`src/rtl/wb_pkg.sv`:
```
// Shared types and defaults for the writeback controller.
//   WB_AW / WB_DEPTH : default register-address width and load-queue depth
//   reg_addr_t       : register address at the default width
//   wb_src_e         : writeback mux select encoding (drives memtoreg)
package wb_pkg;

    localparam int unsigned WB_AW    = 5;
    localparam int unsigned WB_DEPTH = 4;

    typedef logic [WB_AW-1:0] reg_addr_t;

    typedef enum logic {
        WB_ALU = 1'b0,
        WB_MEM = 1'b1
    } wb_src_e;

endpackage

```
`src/rtl/ld_tag_fifo.sv`:
```
// In-order queue of outstanding load destination registers.
//   clk, rst      : clock, async active-high reset
//   push, din     : enqueue din (ignored when full)
//   pop           : dequeue oldest entry (ignored when empty)
//   head_data     : oldest entry
//   full, empty   : occupancy flags
//   count         : number of valid entries
//   entries       : all storage slots, slot i at [i*AW +: AW]
//   entry_valid   : per-slot valid bits for the parallel hazard compare
module ld_tag_fifo
    import wb_pkg::*;
#(
    parameter int unsigned AW    = WB_AW,
    parameter int unsigned DEPTH = WB_DEPTH,
    localparam int unsigned PW   = $clog2(DEPTH),
    localparam int unsigned CW   = $clog2(DEPTH + 1)
) (
    input  logic                  clk,
    input  logic                  rst,
    input  logic                  push,
    input  logic [AW-1:0]         din,
    input  logic                  pop,
    output logic [AW-1:0]         head_data,
    output logic                  full,
    output logic                  empty,
    output logic [CW-1:0]         count,
    output logic [DEPTH*AW-1:0]   entries,
    output logic [DEPTH-1:0]      entry_valid
);

    logic [AW-1:0] mem [DEPTH];
    logic [PW-1:0] head;
    logic [PW-1:0] tail;
    logic          push_ok;
    logic          pop_ok;

    assign full      = (count == CW'(DEPTH));
    assign empty     = (count == '0);
    assign push_ok   = push && !full;
    assign pop_ok    = pop && !empty;
    assign head_data = mem[head];

    // Pointers wrap naturally because DEPTH is a power of two.
    always_ff @(posedge clk or posedge rst) begin
        if (rst) begin
            head  <= '0;
            tail  <= '0;
            count <= '0;
            for (int i = 0; i < int'(DEPTH); i++) begin
                mem[i] <= '0;
            end
        end else begin
            if (push_ok) begin
                mem[tail] <= din;
                tail      <= tail + PW'(1);
            end
            if (pop_ok) begin
                head <= head + PW'(1);
            end
            case ({push_ok, pop_ok})
                2'b10:   count <= count + CW'(1);
                2'b01:   count <= count - CW'(1);
                default: count <= count;
            endcase
        end
    end

    // A slot is live when its distance from head is below count.
    always_comb begin
        entries     = '0;
        entry_valid = '0;
        for (int i = 0; i < int'(DEPTH); i++) begin
            entries[i*AW +: AW] = mem[i];
            entry_valid[i]      = (CW'(PW'(PW'(i) - head)) < count);
        end
    end

endmodule

```
`src/rtl/wb_ctrl.sv`:
```
// Writeback controller: arbitrates the register-file write port between
// in-order load returns and single-cycle ALU results, stalling ALU writes
// that would overtake a pending load to the same register.
//   clk, rst            : clock, async active-high reset
//   alu_valid, alu_rd   : ALU result request and destination
//   alu_stall           : ALU request not accepted this cycle
//   ld_req, ld_rd       : load issue, destination pushed into tag queue
//   ld_ready            : tag queue has room
//   mem_valid           : data for oldest outstanding load is returning
//   memtoreg            : writeback mux select (1 = memory, 0 = ALU)
//   rf_we, rf_waddr     : register-file write port control
//   pending             : outstanding load count
//   wb_err              : sticky, a load return arrived with nothing pending
module wb_ctrl
    import wb_pkg::*;
#(
    parameter int unsigned W     = 32,
    parameter int unsigned AW    = WB_AW,
    parameter int unsigned DEPTH = WB_DEPTH,
    localparam int unsigned CW   = $clog2(DEPTH + 1)
) (
    input  logic          clk,
    input  logic          rst,
    input  logic          alu_valid,
    input  logic [AW-1:0] alu_rd,
    output logic          alu_stall,
    input  logic          ld_req,
    input  logic [AW-1:0] ld_rd,
    output logic          ld_ready,
    input  logic          mem_valid,
    output logic          memtoreg,
    output logic          rf_we,
    output logic [AW-1:0] rf_waddr,
    output logic [CW-1:0] pending,
    output logic          wb_err
);

    // Elaboration-time parameter sanity.
    if (W == 0) begin : g_bad_width
        $error("wb_ctrl: W must be non-zero");
    end
    if (DEPTH < 2 || (DEPTH & (DEPTH - 1)) != 0) begin : g_bad_depth
        $error("wb_ctrl: DEPTH must be a power of two and at least 2");
    end

    logic [AW-1:0]       head_rd;
    logic                q_full;
    logic                q_empty;
    logic [CW-1:0]       q_count;
    logic [DEPTH*AW-1:0] q_entries;
    logic [DEPTH-1:0]    q_valid;
    logic                mem_wb;
    logic                tag_hit;
    logic                hazard;
    wb_src_e             wb_src;

    ld_tag_fifo #(
        .AW    (AW),
        .DEPTH (DEPTH)
    ) u_tags (
        .clk         (clk),
        .rst         (rst),
        .push        (ld_req),
        .din         (ld_rd),
        .pop         (mem_valid),
        .head_data   (head_rd),
        .full        (q_full),
        .empty       (q_empty),
        .count       (q_count),
        .entries     (q_entries),
        .entry_valid (q_valid)
    );

    assign ld_ready = !q_full;
    assign pending  = q_count;
    assign mem_wb   = mem_valid && !q_empty;

    // WAW check against registered queue contents only; same-cycle pushes
    // become visible next cycle.
    always_comb begin
        tag_hit = 1'b0;
        for (int i = 0; i < int'(DEPTH); i++) begin
            if (q_valid[i] && (q_entries[i*AW +: AW] == alu_rd)) begin
                tag_hit = 1'b1;
            end
        end
    end

    assign hazard = alu_valid && (alu_rd != '0) && tag_hit;

    // Write-port priority: load return, then hazard stall, then ALU.
    always_comb begin
        wb_src    = WB_ALU;
        rf_we     = 1'b0;
        rf_waddr  = '0;
        alu_stall = 1'b0;
        if (mem_wb) begin
            wb_src    = WB_MEM;
            rf_waddr  = head_rd;
            rf_we     = (head_rd != '0);
            alu_stall = alu_valid;
        end else if (hazard) begin
            alu_stall = 1'b1;
        end else if (alu_valid) begin
            rf_waddr = alu_rd;
            rf_we    = (alu_rd != '0);
        end
    end

    assign memtoreg = wb_src;

    // Sticky protocol error: a load return with no load outstanding.
    always_ff @(posedge clk or posedge rst) begin
        if (rst) begin
            wb_err <= 1'b0;
        end else if (mem_valid && q_empty) begin
            wb_err <= 1'b1;
        end
    end

endmodule

```
`config.mk`:
```
export PLATFORM = sky130hd
export DESIGN_NAME = wb_ctrl
export DESIGN_NICKNAME = d
export VERILOG_FILES = /design/src/rtl/wb_pkg.sv /design/src/rtl/ld_tag_fifo.sv /design/src/rtl/wb_ctrl.sv
export SDC_FILE = /design/constraint.sdc
export NUM_CORES = 1
export LEC_CHECK = 0
export BUFFER_PORTS_ARGS = -buffer_cell sky130_fd_sc_hd__buf_4
export CORE_ASPECT_RATIO = 1.5
export CORE_UTILIZATION = 40
export CTS_BUF_LIST = sky130_fd_sc_hd__clkbuf_16
export CTS_CLUSTER_DIAMETER = 60
export DETAILED_ROUTE_END_ITERATION = 12
export SLEW_MARGIN = 20
export SYNTH_ARGS = -nofsm -noshare
export SYNTH_HDL_FRONTEND = slang
export SYNTH_SLANG_ARGS = --single-unit
```
`constraint.sdc`:
```
create_clock -name clk -period 3.32 [get_ports clk]
set_clock_uncertainty 0.2 [all_clocks]
set_input_delay 0.664 -clock clk [delete_from_list [all_inputs] [get_ports clk]]
set_output_delay 0.664 -clock clk [all_outputs]
set_load 0.1 [all_outputs]
```
=== Word level (Yosys, flattened, before mapping) ===
Index checks and enable logic that the tools add are counted.

* Bits of input ports: 15
* Word-level logic and storage cells: 68
* Output and inout bits: 13
* Flip-flop bits (word level): 28

* Mux-type cells: 20
* $add $sub $neg: 8
* Order comparisons: 7
* Reduce and logical (&&, ||, !) cells: 16
* Bitwise gates (word level): 2
* Equal/unequal tests: 7

{| class="wikitable"
|+ Operators with widths
! operator !! count
|-
| $mux 5 || 6
|-
| $bwmux 20 || 1
|-
| $eq 5x5->1 || 4
|-
| $lt 2x3->1 || 4
|-
| $bmux 5 s2 || 1
|-
| $demux 5 s2 || 1
|-
| $logic_and 1x1->1 || 10
|-
| $mux 1 || 10
|-
| $reduce_bool 5->1 || 2
|-
| $ge 3x3->1 const B || 2
|-
| $not 2->3 || 2
|-
| $pmux 3 s2 || 1
|-
| $add 2x1->2 const B || 2
|-
| $sub 1x2->2 const A || 2
|-
| $sub 2x2->2 const A || 2
|-
| $add 3x1->3 const B || 1
|-
| $eq 3x3->1 const B || 1
|-
| $logic_not 3->1 || 1
|-
| $lt 3x1->1 const B || 1
|-
| $sub 3x1->3 const B || 1
|-
| $eq 2x1->1 const B || 1
|-
| $eq 2x2->1 const B || 1
|-
| $logic_not 1->1 || 2
|-
| $reduce_bool 2->1 || 1
|}

=== Depth between registers and ports, before layout ===
* Word-level depth: 10
* Gate-level depth with buffers: 11
* Mapped depth without buffers: 10

=== Hierarchy ===
A second synthesis with hierarchy kept.

* Cells, all modules: 169
* Area, all modules: 1838.0 um2

{| class="wikitable"
|+ By module, submodules not included
! module !! seq. area each (um2) !! area each (um2) !! cells an instance !! instances
|-
| ld_tag_fifo || 675.6 || 1410.1 || 106 || 1
|-
| wb_ctrl || 25.0 || 427.9 || 63 || 1
|}

=== Least setup slack after synthesis ===
OpenSTA, ideal clock, no wires.

* Path type: register to output
* Start: reg u_tags.count[1]
* End: out rf_we
* Path buffers: 0
* Arrival: 4.608 ns
* Stages on the path, launching flop included: 7
* Setup slack: -2.152 ns
* Required time: 2.456 ns
* Path through: dfrtp_1 -> inv_1 -> ha_1 -> inv_1 -> a2111oi_0 -> or4_4 -> o31ai_1

* Longest elaborated chain between the ends: 9
* Elaborated cells on any way between the ends: 18
* Classes of those cells: order compare: 4; mux: 6; reduce/logical: 8

{| class="wikitable"
|+ Ends and longest elaborated chain
! element !! line !! text
|-
| start, declared || ld_tag_fifo.sv:26 || <nowiki>output logic [CW-1:0] count,</nowiki>
|-
| start signal, assigned || ld_tag_fifo.sv:61 || <nowiki>2'b10: count <= count + CW'(1);</nowiki>
|-
| start signal, assigned || ld_tag_fifo.sv:62 || <nowiki>2'b01: count <= count - CW'(1);</nowiki>
|-
| start signal, assigned || ld_tag_fifo.sv:63 || <nowiki>default: count <= count;</nowiki>
|-
| $lt 2x3->1 || ld_tag_fifo.sv:74 || <nowiki>entry_valid[i] = (CW'(PW'(PW'(i) - head)) < count);</nowiki>
|-
| $logic_and 1x1->1 || wb_ctrl.sv:83 || <nowiki>if (q_valid[i] && (q_entries[i*AW +: AW] == alu_rd)) begin</nowiki>
|-
| $mux 1 (4 in a row) || wb_ctrl.sv:83 ||
|-
| $logic_and 1x1->1 || wb_ctrl.sv:89 || <nowiki>assign hazard = alu_valid && (alu_rd != '0) && tag_hit;</nowiki>
|-
| $mux 1 || wb_ctrl.sv:102 || <nowiki>end else if (hazard) begin</nowiki>
|-
| $mux 1 (*) || wb_ctrl.sv:97 || <nowiki>if (mem_wb) begin</nowiki>
|-
| end, declared || wb_ctrl.sv:32 || <nowiki>output logic rf_we,</nowiki>
|}

Every way passes the cells marked *; elsewhere a longest branch is shown, timed or not.

=== Final worst setup path ===
* Start: reg u_tags.head[0]
* End: out rf_we

* Longest elaborated chain between the ends: 10
* Elaborated cells on any way between the ends: 24
* Classes of those cells: add/sub: 4; order compare: 4; mux: 9; bitwise: 1; reduce/logical: 6

{| class="wikitable"
|+ Ends and longest elaborated chain
! element !! line !! text
|-
| start, declared || ld_tag_fifo.sv:32 || <nowiki>logic [PW-1:0] head;</nowiki>
|-
| start signal, assigned || ld_tag_fifo.sv:58 || <nowiki>head <= head + PW'(1);</nowiki>
|-
| $sub 1x2->2 || ld_tag_fifo.sv:74 ||
|-
| $lt 2x3->1 || ld_tag_fifo.sv:74 ||
|-
| $logic_and 1x1->1 || wb_ctrl.sv:83 ||
|-
| $mux 1 (4 in a row) || wb_ctrl.sv:83 ||
|-
| $logic_and 1x1->1 || wb_ctrl.sv:89 ||
|-
| $mux 1 || wb_ctrl.sv:102 ||
|-
| $mux 1 (*) || wb_ctrl.sv:97 ||
|}

Every way passes the cells marked *; elsewhere a longest branch is shown, timed or not. The select of a mux whose other input is x is not followed.

==> summary.md <==
| Metric | Value |
|---|---|
| Hold/Removal Path Class | `input port to asynchronous set/reset pin` |
| Final setup viols | `0` |
| Worst-Margin Slew | `517.1 ps` |
| Drt pass-1 iters | `8` |
| Yosys reg bits | `28` |
| Port buffer count | `27` |
| Outcome | `finished with violations` |
| CTS Buffer Depth | `2` |
| Vias in the first global route | `1286` |
| Area grow syn2layout | `28.53%` |
| Initial drt markers | `42` |
| Worst Path Required | `2460 ps` |
| CP Max Fanout | `6` |
| Syn Area/Cell | `11.12 um2` |
| CTS Sinks | `28` |
| Vias | `1257` |
| CTS Root Cell | `clkbuf_16` |
| Htree depth | `1` |
| Drt total wl | `3886 um` |
| Synth warn | `0` |
| Dpl ws | `128.5 ps` |
| Hold buffer count at cts | `0` |
| Final Slew Violations | `0` |
| Gr usage total | `0.1760` |
| RSZ-0062 raised after global routing | `yes` |
| Period utilisation layout | `0.9860` |
| Startpoint types | `register` |
| Max Fclk | `305.5 MHz` |
| Post-DP HPWL | `3227 um` |
| Critical path's largest stage delay | `640 ps` |
| Syn Inst Count | `164` |
| Final #Nets | `215` |
| Crit Path Class | `register to primary output` |
| Worst-path clk slew | `70 ps` |
| Synthesized area | `0.001824 mm2` |
| Vias per Instance | `5.349` |
| Antenna violations before repair | `0` |
| Slowest cell on the critical path | `or4_4` |
| Syn_nets | `189` |
| Buf+Inv Stages, Crit Path | `2` |
| Hold WS | `212.5 ps` |
| Failing checks | `DRC` |
| Num CTS Buffers | `3` |
| Largest net degree at the start of global routing | `19` |
| Routed len/inst | `16.54 um` |
| Crit. End Element | `primary output` |
| Delay-heaviest family, CP | `simple AND/OR/NAND/NOR gates` |
| Initial Util | `0.4225` |
| Die X | `57.14 um` |
| Height of the die | `84.71 um` |
| Placed cell count | `230` |
| Post-route setup slack | `46.43 ps` |
| Sequential fraction of the synthesis area | `0.3841` |
| Worst slew margin | `0.6521` |
| Post-synth EDFFs | `0` |
| Async set or reset register ratio after synthesis | `1.000` |
| CTS tree | `built` |
| DRC errors left | `4` |
| Clock latency at the later pin of the worst-skew pair | `270 ps` |
| Row cnt | `29` |
| Gpl congestion | `0.9682` |
| Final Critical Period | `3274 ps` |
| Core Region | `0.004318 mm2` |
| First-pass GRT wire length | `6368 um` |
| Crit path cell chain | `xor2_1 -> inv_1 -> ha_4 -> a2111oi_2 -> or4_4 -> o31ai_4 -> buf_12` |
| Final core utilization | `0.5430` |
| GR Overflow Total | `0` |
| Die area | `0.004840 mm2` |
| Diode count | `0` |
| Antenna viol nets, final | `0` |
| Io pins | `28` |
| Final hold vios | `0` |
| Unique masters post-synth | `31` |
| Maxcap violations | `0` |
| Main synth FF type | `dfrtp_1` |
| Share of layout cells above drive strength 1 | `0.3228` |
| CP arrival | `2410 ps` |
| Non-filler instance count after layout | `235` |
-- per-layer routing --
layer,vias up,GRT usage,part of all wire
met1,612,0.1990,0.41
met3,6,0.02928,0.023
met4,0,0.05322,0.015
met5,-,0,0
met2,19,0.3294,0.56
li1,620,-,-
-- Yosys cell counts (all sizes together), types with 2 or more instances --
master    n  area share
a2111oi   4       0.019
a21oi     2      0.0055
buf       9       0.036
dfrtp    28        0.38
ha        9       0.062
inv      12       0.025
mux2     20        0.12
mux4      5       0.066
nand2    12       0.025
nand3     6       0.016
nand4     4       0.014
nor2b     4       0.014
o21ai     9       0.025
or4       3       0.014
xnor2    20       0.096
xor2      7       0.034
-- timing repair --
| item | 4_1_cts | 5_1_grt |
|---|---|---|
| endpoints found under the setup margin | 7 | 7 |
| gates resized for setup | 3 | 15 |
| pin swaps | 1 | 1 |
| buffers inserted | 1 | 0 |
-- sequential cells by signal, indices dropped and copies added (netlist names) --
register,cells
u_tags.count,3
wb_err,1
u_tags.entries,20
u_tags.head,2
u_tags.tail,2
-- path summary, 6_finish.rpt --
kind	startpoint	to	slack, ps	depth (start not counted)
max reg2reg	u_tags.count[1]	u_tags.count[2]	800	11
min	rst	u_tags.count[1]	210	2
max in group asynchronous	rst	u_tags.entries[19]	2100	3
min in group clk	wb_err	wb_err	270	1
min reg2reg	wb_err	wb_err	270	1
max	u_tags.head[0]	rf_we	50	7
-- kinds of logic (layout without fill, tap and decap cells) --
logic type / after synthesis / count (layout) / synth area share
simple gates: 34 / 34 / 0.09807
flops: 28 / 28 / 0.3841
xor+xnor: 27 / 27 / 0.1296
mux: 26 / 26 / 0.1948
buf+inv: 22 / 47 / 0.06309
compound gates: 17 / 17 / 0.05761
fa+ha+maj: 10 / 10 / 0.07270
-- final cells by class --
cell class	instances	area, um2
tap	46	57.56
inverter	12	48.80
multi-input combinational	114	1144
clock inverter	1	30.03
timing repair buffer	31	284.0
clock buffer	3	75.07
fill	383	1973
sequential	28	705.7
-- per-stage QoR --
| step | instance area [um2] | setup TNS [ps] |
|---|---|---|
| 2_1_floorplan | 1953 | -575.4 |
| 4_1_cts | 2290 | 0 |
| 5_1_grt | 2345 | -38.23 |
| 3_5_place_dp | 2166 | 0 |
| 3_3_place_gp | 2166 | 0 |
| 6_report | 2345 | 0 |
-- cells in the final DEF (no fill, tap or decap), drive strengths merged, types with 6 or more instances in the layout --
cell type / synthesis / final
nand3: 6 / 6
xor2: 7 / 7
ha: 9 / 9
xnor2: 20 / 20
mux2: 20 / 20
nand2: 12 / 12
inv: 12 / 11
buf: 9 / 31
o21ai: 9 / 9
dfrtp: 28 / 28
Power is left out: the tool's default activity adds up to more than one toggle a clock period on the data nets, which glitch-free logic cannot reach.
